**src/rtl/ppu_pkg.sv**
```systemverilog
// Shared PPU constants: scanline timing, sprite fetch FSM encodings,
// sub-cycle names and the SpriteSet load word layout.
package ppu_pkg;

  localparam logic [8:0] FETCH_START = 9'd256;
  localparam logic [8:0] LINE_LAST   = 9'd340;
  localparam logic [8:0] VIS_LINES   = 9'd240;

  localparam logic [1:0] ST_IDLE  = 2'd0;
  localparam logic [1:0] ST_FETCH = 2'd1;
  localparam logic [1:0] ST_DONE  = 2'd2;

  typedef enum logic [2:0] {
    SUB_Y      = 3'd0,
    SUB_TILE   = 3'd1,
    SUB_ATTR   = 3'd2,
    SUB_X      = 3'd3,
    SUB_RD_LO  = 3'd4,
    SUB_CAP_LO = 3'd5,
    SUB_RD_HI  = 3'd6,
    SUB_CAP_HI = 3'd7
  } sub_t;

  localparam int LD_PIX1 = 19;
  localparam int LD_PIX2 = 11;
  localparam int LD_X    = 3;
  localparam int LD_PAL  = 1;
  localparam int LD_PRI  = 0;

  // Empty slot: transparent pixels parked at x=FF
  localparam logic [26:0] LOAD_EMPTY = 27'h0007F8;

endpackage

```
**src/rtl/sprite_pattern_addr.sv**
```systemverilog
// Pattern table address for one sprite row/plane,
// covering 8x8 and 8x16 tile layouts and vertical flip.
module sprite_pattern_addr (
  input  logic        obj_size,
  input  logic        pattern_sel,
  input  logic [7:0]  tile,
  input  logic [3:0]  yoff,
  input  logic        vflip,
  input  logic        plane,
  output logic [13:0] addr
);

  logic [3:0] row;
  logic       tbl;
  logic [7:0] t;

  assign row = vflip ? ~yoff : yoff;
  assign tbl = obj_size ? tile[0] : pattern_sel;
  // 8x16: row[3] selects the bottom tile of the pair
  assign t = obj_size ? {tile[7:1], row[3]} : tile;
  assign addr = {1'b0, tbl, t, plane, row[2:0]};

endmodule

```
**src/rtl/sprite_fetch_ctrl.sv**
```systemverilog
// Sprite fetch sequencer: walks the 8 temp slots in cycles 256..319,
// fetches both pattern planes and loads SpriteSet once per slot.
module sprite_fetch_ctrl
  import ppu_pkg::*;
(
  input  logic        clk,
  input  logic        i_rst,
  input  logic        i_ce,
  input  logic        i_rendering,
  input  logic        i_obj_size,
  input  logic        i_pattern_sel,
  input  logic [8:0]  i_scanline,
  input  logic [8:0]  i_cycle,
  input  logic [7:0]  i_sprtemp_data,
  output logic [13:0] o_vram_addr,
  output logic        o_vram_rd,
  input  logic [7:0]  i_vram_data,
  output logic [3:0]  o_load,
  output logic [26:0] o_load_in,
  output logic        o_shift_en,
  output logic        o_oam_reset_line,
  output logic        o_fetch_done
);

  logic [1:0]  state;
  logic [3:0]  yoff;
  logic [7:0]  tile;
  logic [7:0]  xpos;
  logic [7:0]  lo;
  logic        empty;
  logic        vflip;
  logic        keep;
  logic        prio;
  logic [1:0]  pal;
  logic [2:0]  slot;
  sub_t        sub;
  logic        start;
  logic        active;
  logic        plane;
  logic [13:0] pat_addr;
  logic [7:0]  lo_bits;
  logic [7:0]  hi_bits;
  logic [26:0] load_word;

  assign slot  = i_cycle[5:3];
  assign sub   = sub_t'(i_cycle[2:0]);
  assign plane = (sub == SUB_RD_HI);
  assign start = (state == ST_IDLE)
              && (i_cycle == FETCH_START)
              && (i_scanline < VIS_LINES);
  assign active = start || (state == ST_FETCH);

  sprite_pattern_addr u_addr (
    .obj_size    (i_obj_size),
    .pattern_sel (i_pattern_sel),
    .tile        (tile),
    .yoff        (yoff),
    .vflip       (vflip),
    .plane       (plane),
    .addr        (pat_addr)
  );

  // SpriteSet shifts LSB first, so unflipped sprites get reversed
  always_comb begin
    lo_bits = lo;
    hi_bits = i_vram_data;
    if (!keep) begin
      for (int i = 0; i < 8; i++) begin
        lo_bits[i] = lo[7-i];
        hi_bits[i] = i_vram_data[7-i];
      end
    end
    load_word = LOAD_EMPTY;
    if (!empty) begin
      load_word = '0;
      load_word[LD_PIX1 +: 8] = lo_bits;
      load_word[LD_PIX2 +: 8] = hi_bits;
      load_word[LD_X +: 8]    = xpos;
      load_word[LD_PAL +: 2]  = pal;
      load_word[LD_PRI]       = prio;
    end
  end

  always_ff @(posedge clk) begin
    if (i_rst) begin
      state            <= ST_IDLE;
      yoff             <= '0;
      tile             <= '0;
      xpos             <= '0;
      lo               <= '0;
      empty            <= 1'b0;
      vflip            <= 1'b0;
      keep             <= 1'b0;
      prio             <= 1'b0;
      pal              <= '0;
      o_vram_addr      <= '0;
      o_vram_rd        <= 1'b0;
      o_load           <= '0;
      o_load_in        <= '0;
      o_shift_en       <= 1'b0;
      o_oam_reset_line <= 1'b0;
      o_fetch_done     <= 1'b0;
    end else if (i_ce) begin
      o_vram_rd        <= 1'b0;
      o_load           <= '0;
      o_shift_en       <= i_rendering
                       && (i_cycle < FETCH_START)
                       && (i_scanline < VIS_LINES);
      o_oam_reset_line <= (i_cycle == LINE_LAST);
      if (!i_rendering) begin
        state        <= ST_IDLE;
        o_fetch_done <= 1'b0;
      end else if (active) begin
        state <= ST_FETCH;
        unique case (sub)
          SUB_Y: begin
            yoff  <= i_sprtemp_data[3:0];
            empty <= (i_sprtemp_data == 8'hFF);
          end
          SUB_TILE: tile <= i_sprtemp_data;
          SUB_ATTR: begin
            vflip <= i_sprtemp_data[7];
            keep  <= i_sprtemp_data[6];
            prio  <= i_sprtemp_data[5];
            pal   <= i_sprtemp_data[1:0];
          end
          SUB_X: xpos <= i_sprtemp_data;
          SUB_RD_LO, SUB_RD_HI: begin
            o_vram_addr <= pat_addr;
            o_vram_rd   <= !empty;
          end
          SUB_CAP_LO: lo <= i_vram_data;
          SUB_CAP_HI: begin
            o_load    <= 4'b1111;
            o_load_in <= load_word;
            if (slot == 3'd7) begin
              state        <= ST_DONE;
              o_fetch_done <= 1'b1;
            end
          end
        endcase
      end else if (state == ST_DONE && i_cycle == LINE_LAST) begin
        state        <= ST_IDLE;
        o_fetch_done <= 1'b0;
      end
    end
  end

endmodule
```
**config.mk**
```make
export PLATFORM = sky130hd
export DESIGN_NAME = sprite_fetch_ctrl
export DESIGN_NICKNAME = d
export VERILOG_FILES = /design/src/rtl/ppu_pkg.sv /design/src/rtl/sprite_pattern_addr.sv /design/src/rtl/sprite_fetch_ctrl.sv
export SDC_FILE = /design/constraint.sdc
export NUM_CORES = 1
export LEC_CHECK = 0
export CAP_MARGIN = 30
export CORE_MARGIN = 3
export CORE_UTILIZATION = 45
export CTS_CLUSTER_SIZE = 14
export DETAILED_ROUTE_END_ITERATION = 8
export GPL_ROUTABILITY_DRIVEN = 0
export GPL_TIMING_DRIVEN = 0
export HOLD_SLACK_MARGIN = 0.15
export PLACE_DENSITY_LB_ADDON = 0.08
export SLEW_MARGIN = 10
export SYNTH_ARGS = -nofsm -noshare
export SYNTH_HDL_FRONTEND = slang
export SYNTH_HIERARCHICAL = 1
export SYNTH_SLANG_ARGS = --single-unit
```
**constraint.sdc**
```tcl
create_clock -name clk -period 1.7 [get_ports clk]
set_input_delay 0.34 -clock clk [delete_from_list [all_inputs] [get_ports clk]]
set_output_delay 0.34 -clock clk [all_outputs]
set_load 0.01 [all_outputs]
```
Word level (Yosys, flattened, before mapping) --
Cells that the tools add are included.
Cells by class: bitwise gates (word level) 1, $lt $le $gt $ge 2, multiplexer cells 22, reduce and logical (&&, ||, !) cells 19, eq/ne operators 16
Operators by type and width (count):
- AND reduction 4 bit | 8
- two-way mux 27 bit | 1
- equality test 9 bit, second input constant | 2
- two-way mux 4 bit | 4
- two-way mux 8 bit | 2
- equality test 3 bit, second input constant | 5
- two-way mux 1 bit | 10
- two-way mux 2 bit | 5
- < comparator 9 x 8 -> 1 bit, second input constant | 1
- < comparator 9 bit, second input constant | 1
- equality test 8 bit, second input constant | 1
- equality test 3 x 2 -> 1 bit, second input constant | 2
- != test 3 x 2 -> 1 bit, second input constant | 2
- logical AND 1 bit | 5
- NOT 4 bit | 1
- equality test 3 x 1 -> 1 bit, second input constant | 1
- zero test 3 bit | 1
- != test 3 x 1 -> 1 bit, second input constant | 1
- equality test 2 x 1 -> 1 bit, second input constant | 1
- equality test 2 bit, second input constant | 1
- zero test 2 bit | 1
- AND reduction 2 bit | 1
- OR reduction 2 bit | 1
- zero test 1 bit | 1
- logical OR 1 bit | 1
Word-level totals: bits of input ports 40, logic and storage cells 77, output and inout port bits 49, register bits 84

Logic depth before layout (Yosys ltp) --
Gate-level depths: netlist of the first run.
word-level depth 6, gate-level depth with buffers 7

Modules after synthesis --
The synthesis of the first run kept the hierarchy.
Modules (own cells, without submodules):
- sprite_fetch_ctrl | times used 1, seq. area each 1641.6 um^2, cells each 403, area each 3704.8 um^2
- sprite_pattern_addr | times used 1, seq. area each 0.0 um^2, cells each 18, area each 133.9 um^2

Worst setup path before layout of the first run --
OpenSTA, ideal clock, no wires.
kind input -> register, start in i_cycle[3], end reg xpos[7], path slack -0.090 ns, required time 1.579 ns, buffers on the path 1, cell stages on the path 5, arrival time 1.669 ns, cell sequence nor4b_4 -> a41oi_2 -> or4_1 -> buf_6 -> mux2i_1
Between the ends: word-level cells in the longest chain between the ends 5
RTL lines:
- start, declared | RTL line sprite_fetch_ctrl.sv:13 | input logic [8:0] i_cycle,
- equality test 9 bit | RTL line sprite_fetch_ctrl.sv:49 | && (i_cycle == FETCH_START)
- logical AND 1 bit | RTL line sprite_fetch_ctrl.sv:49
- logical AND 1 bit | RTL line sprite_fetch_ctrl.sv:50 | && (i_scanline < VIS_LINES);
- logical OR 1 bit | RTL line sprite_fetch_ctrl.sv:51 | assign active = start || (state == ST_FETCH);
- AND reduction 4 bit (no line)
- end signal, assigned | RTL line sprite_fetch_ctrl.sv:127 | SUB_X: xpos <= i_sprtemp_data;
- end, declared | RTL line sprite_fetch_ctrl.sv:28 | logic [7:0] xpos;
No other way between the ends. A chain may end at the register's enable or synchronous reset.

Final worst setup path of the first run --
start reg o_load[2], end out o_load[2]
RTL lines:
- start, declared | RTL line sprite_fetch_ctrl.sv:18 | output logic [3:0] o_load,
- start signal, assigned | RTL line sprite_fetch_ctrl.sv:98 | o_load <= '0;
- start signal, assigned | RTL line sprite_fetch_ctrl.sv:105 | o_load <= '0;
- start signal, assigned | RTL line sprite_fetch_ctrl.sv:134 | o_load <= 4'b1111;
No word-level cell between the ends.

==> results of run 1 <==
==> metrics by stage <==
stage               total power [mW]  setup slack (ns)  cells  cell area, µm²  hold WS, ns
detailed placement              2.21            -0.950    609            4810        0.461
global route                    3.68          -0.00965    632            5320        0.484
finish                          3.56            0.0498    632            5320        0.470
CTS                             3.58            -0.109    632            5280        0.477
floorplan                       2.07           -0.0507    421            3840        0.449
global placement                2.20            -0.963    609            4810        0.460
==> state kept, by name (all words and copies together), names as in the netlist, 2 cells and up <==
register     cells
o_load_in       27
o_vram_addr     14
tile             8
state            2
pal              2
xpos             8
yoff             4
lo               8
==> final cells by class <==
class | instances | area, µm² | area share [%]
inverter | 2 | 7.51 | 0.141
multi-input combinational | 289 | 2120 | 40.0
timing repair buffer | 97 | 953 | 17.9
clock inverter | 3 | 40.0 | 0.753
buffer | 42 | 267 | 5.01
sequential | 82 | 1650 | 31.0
clock buffer | 12 | 145 | 2.73
tap | 105 | 131 | 2.47
==> how the worst max path moves through the flow <==
stage	from	end	slack [ns]	cells past startpoint
3_5_place_dp	i_ce	o_vram_addr[5]	-0.95	7
2_1_floorplan	i_cycle[7]	o_vram_addr[0]	-0.05	5
5_1_grt	state[1]	tile[4]	-0.01	7
4_1_cts	state[1]	xpos[7]	-0.11	4
3_3_place_gp	i_ce	o_vram_addr[0]	-0.96	7
6_report	o_load[2]	o_load[2]	0.05	2
==> critical path: stages (launching register included) <==
cell and delay, ns:
dfxtp_2 0.35, buf_4 0.10, clkdlybuf4s50_1 0.52
==> layer usage <==
metal	vias to the layer above	share of wire (%)
met2	71	46
li1	1676	-
met3	11	4.0
met5	-	0
met4	0	1.1
met1	1614	48
==> logic make-up after synthesis <==
group	count (synthesis)	synth area share [%]
buffers and inverters	50	6.52
other	1	0.0977
AND/OR/NAND/NOR	152	23.8
multiplexers	56	15.2
AO/OA/AOI/OAI	76	10.8
XOR/XNOR	4	0.913
flip-flops	82	42.8
==> power by group <==
| part | total (mW) | internal, mW | switching, mW |
|---|---|---|---|
| logic | 0.257 | 0.127 | 0.130 |
| registers | 1.92 | 1.92 | 0.000305 |
| clock network | 1.39 | 0.708 | 0.678 |
==> timing repair <==
item | in CTS | in global routing
resized for setup | 74 | 25
hold buffers | 0 | 0
setup buffers | 12 | 2
pin swaps | 11 | 7
endpoints found under the setup margin | 83 | 82
==> cell usage in the layout (no fill, tap or decap), types with 6 or more instances in the layout <==
cell / instances
clkbuf_8: 11
a21oi_1: 40
o21ai_0: 18
buf_4: 26
dfxtp_1: 80
nand4_1: 22
o21ai_1: 8
nor2_1: 8
clkbuf_1: 17
nor3_1: 9
nand2b_1: 64
clkbuf_2: 8
dlymetal6s2s_1: 6
mux2_2: 17
nand2_1: 9
mux2i_1: 39
clkdlybuf4s50_1: 65
nand3_1: 6
==> impl_metrics.csv, run 1 <==
group,metric,value,unit
status,status,"complete, no violations",
sta,setup_viol,0,
floorplan,start_util,46.5,%
detailed_routing,avgRoutedWirePerCell,15.8,µm
yosys,syn_avg_cell_area,9.12,µm²
sta,min_period_over_period,97.1,%
global_routing,grt_pass1_vias,3468,
final_layout,nets,563,
worst_setup_path,r2r_slack,0.10,ns
clocking,cts_tree,"done",
worst_setup_path,path_max_fanout,4,
clocking,insertion_delay,0.35,ns
global_routing,grtUsageMet2,33.7,%
global_routing,grt_pass1_wl,17.0,mm
yosys,synth_area,3840,µm²
floorplan,core_area,8260,µm²
yosys,synth_edf_count,0,
clocking,cts_made_buffers,9,
placed_design,dp_hpwl,7.10,mm
global_routing,track_usage,21.4,%
final_layout,syn_to_final_growth,38.5,%
worst_setup_path,start_kind,"flop",
global_routing,use_met1,29.9,%
power,ir_drop,0.000418,V
sta,drv_slew,0,
clocking,htreeDepth,3,
yosys,synth_top_cell_by_area,"dfxtp_1",
yosys,syn-instance-count,421,
min_path,holdCritStartpoint,"o_oam_reset_line",
floorplan,die_x,98.4,µm
detailed_routing,viasPerCell,5.34,
min_path,hold_path_class,"flop to flop",
global_routing,grt_overflow,0,
yosys,ys_seq_area_share,42.8,%
worst_setup_path,r2r_start,"state[1]",
detailed_routing,antenna_left,0,
yosys,synth_cell_type_count,40,
floorplan,rows,33,
sta,tightest_slew,0.638,ns
power,powerDensity,670,nW/µm²
detailed_routing,routed_wl,10.0,mm
yosys,synth_ff_type,"dfxtp_1",
sta,clock_skew,0.00588,ns
floorplan,dieArea,9670,µm²
detailed_routing,drc,0,
sta,setup_tns,0,ns
clocking,clock_path_buffers,2,
worst_setup_path,cp.arrival,1.31,ns
yosys,yosys_warnings,6,
detailed_routing,first_pass_iters,4,
job,drv_cap,0,
sta,fmax,606,MHz
yosys,ys_top_cells_by_count,"dfxtp_1 (82), nand2b_1 (64), a21oi_1 (40)",
worst_setup_path,rr_worst_depth,7,
yosys,syn_nets,461,
final_layout,n_antenna_cell,0,
global_routing,grt.met3_usage,3.57,%
yosys,synth-seq-cells,82,
detailed_routing,dr_total_vias,3372,
final_layout,num-fill-cells,709,
final_layout,fin_util,64.4,%
final_layout,drive_gt1_share,19.5,%
detailed_routing,drt_iter0_markers,133,
worst_setup_path,worst-setup-path-type,"flop to output port",
floorplan,die_y,98.4,µm
clocking,cts.sinks,82,
worst_setup_path,worstPathRequired,1.36,ns
sta,hold_viol,0,
power,p_leak,1.96,nW
yosys,ys_async_sr_fraction,0,%
global_routing,busiest_layer,"met2",
placed_design,port_buffers,83,
min_path,whs_path_depth,2,
worst_setup_path,r2r_end,"tile[5]",
yosys,synth_top_area_share,42.8,%
worst_setup_path,crit_path_end_kind,"output port",
yosys,synthMostInstantiatedCell,"dfxtp_1",
sta,period_needed,1.65,ns
sta,relSlewSlack,57.4,%
floorplan,io_pins,89,
sta,rsz0062_at_grt,"yes",
clocking,clock-root-buffer,"clkbuf_8",
global_routing,grt_max_degree,13,
yosys,synth_top_cells_by_area,"dfxtp_1 (43%), nand2b_1 (10%), mux2i_1 (10%)",
global_routing,antenna_found_initial,0,
clocking,clk_pin_slew,0.07,ns
min_path,whs_endpoint,"o_oam_reset_line",
No activity file was read; power rests on OpenSTA's default activity.
==> run 2: changes to the inputs <==
Settings changed: HOLD_SLACK_MARGIN 0.15 to not set, SLEW_MARGIN 10 to not set.
==> results of run 2 <==
Same layout as run 1: the final DEF is identical, and so are final timing and power.
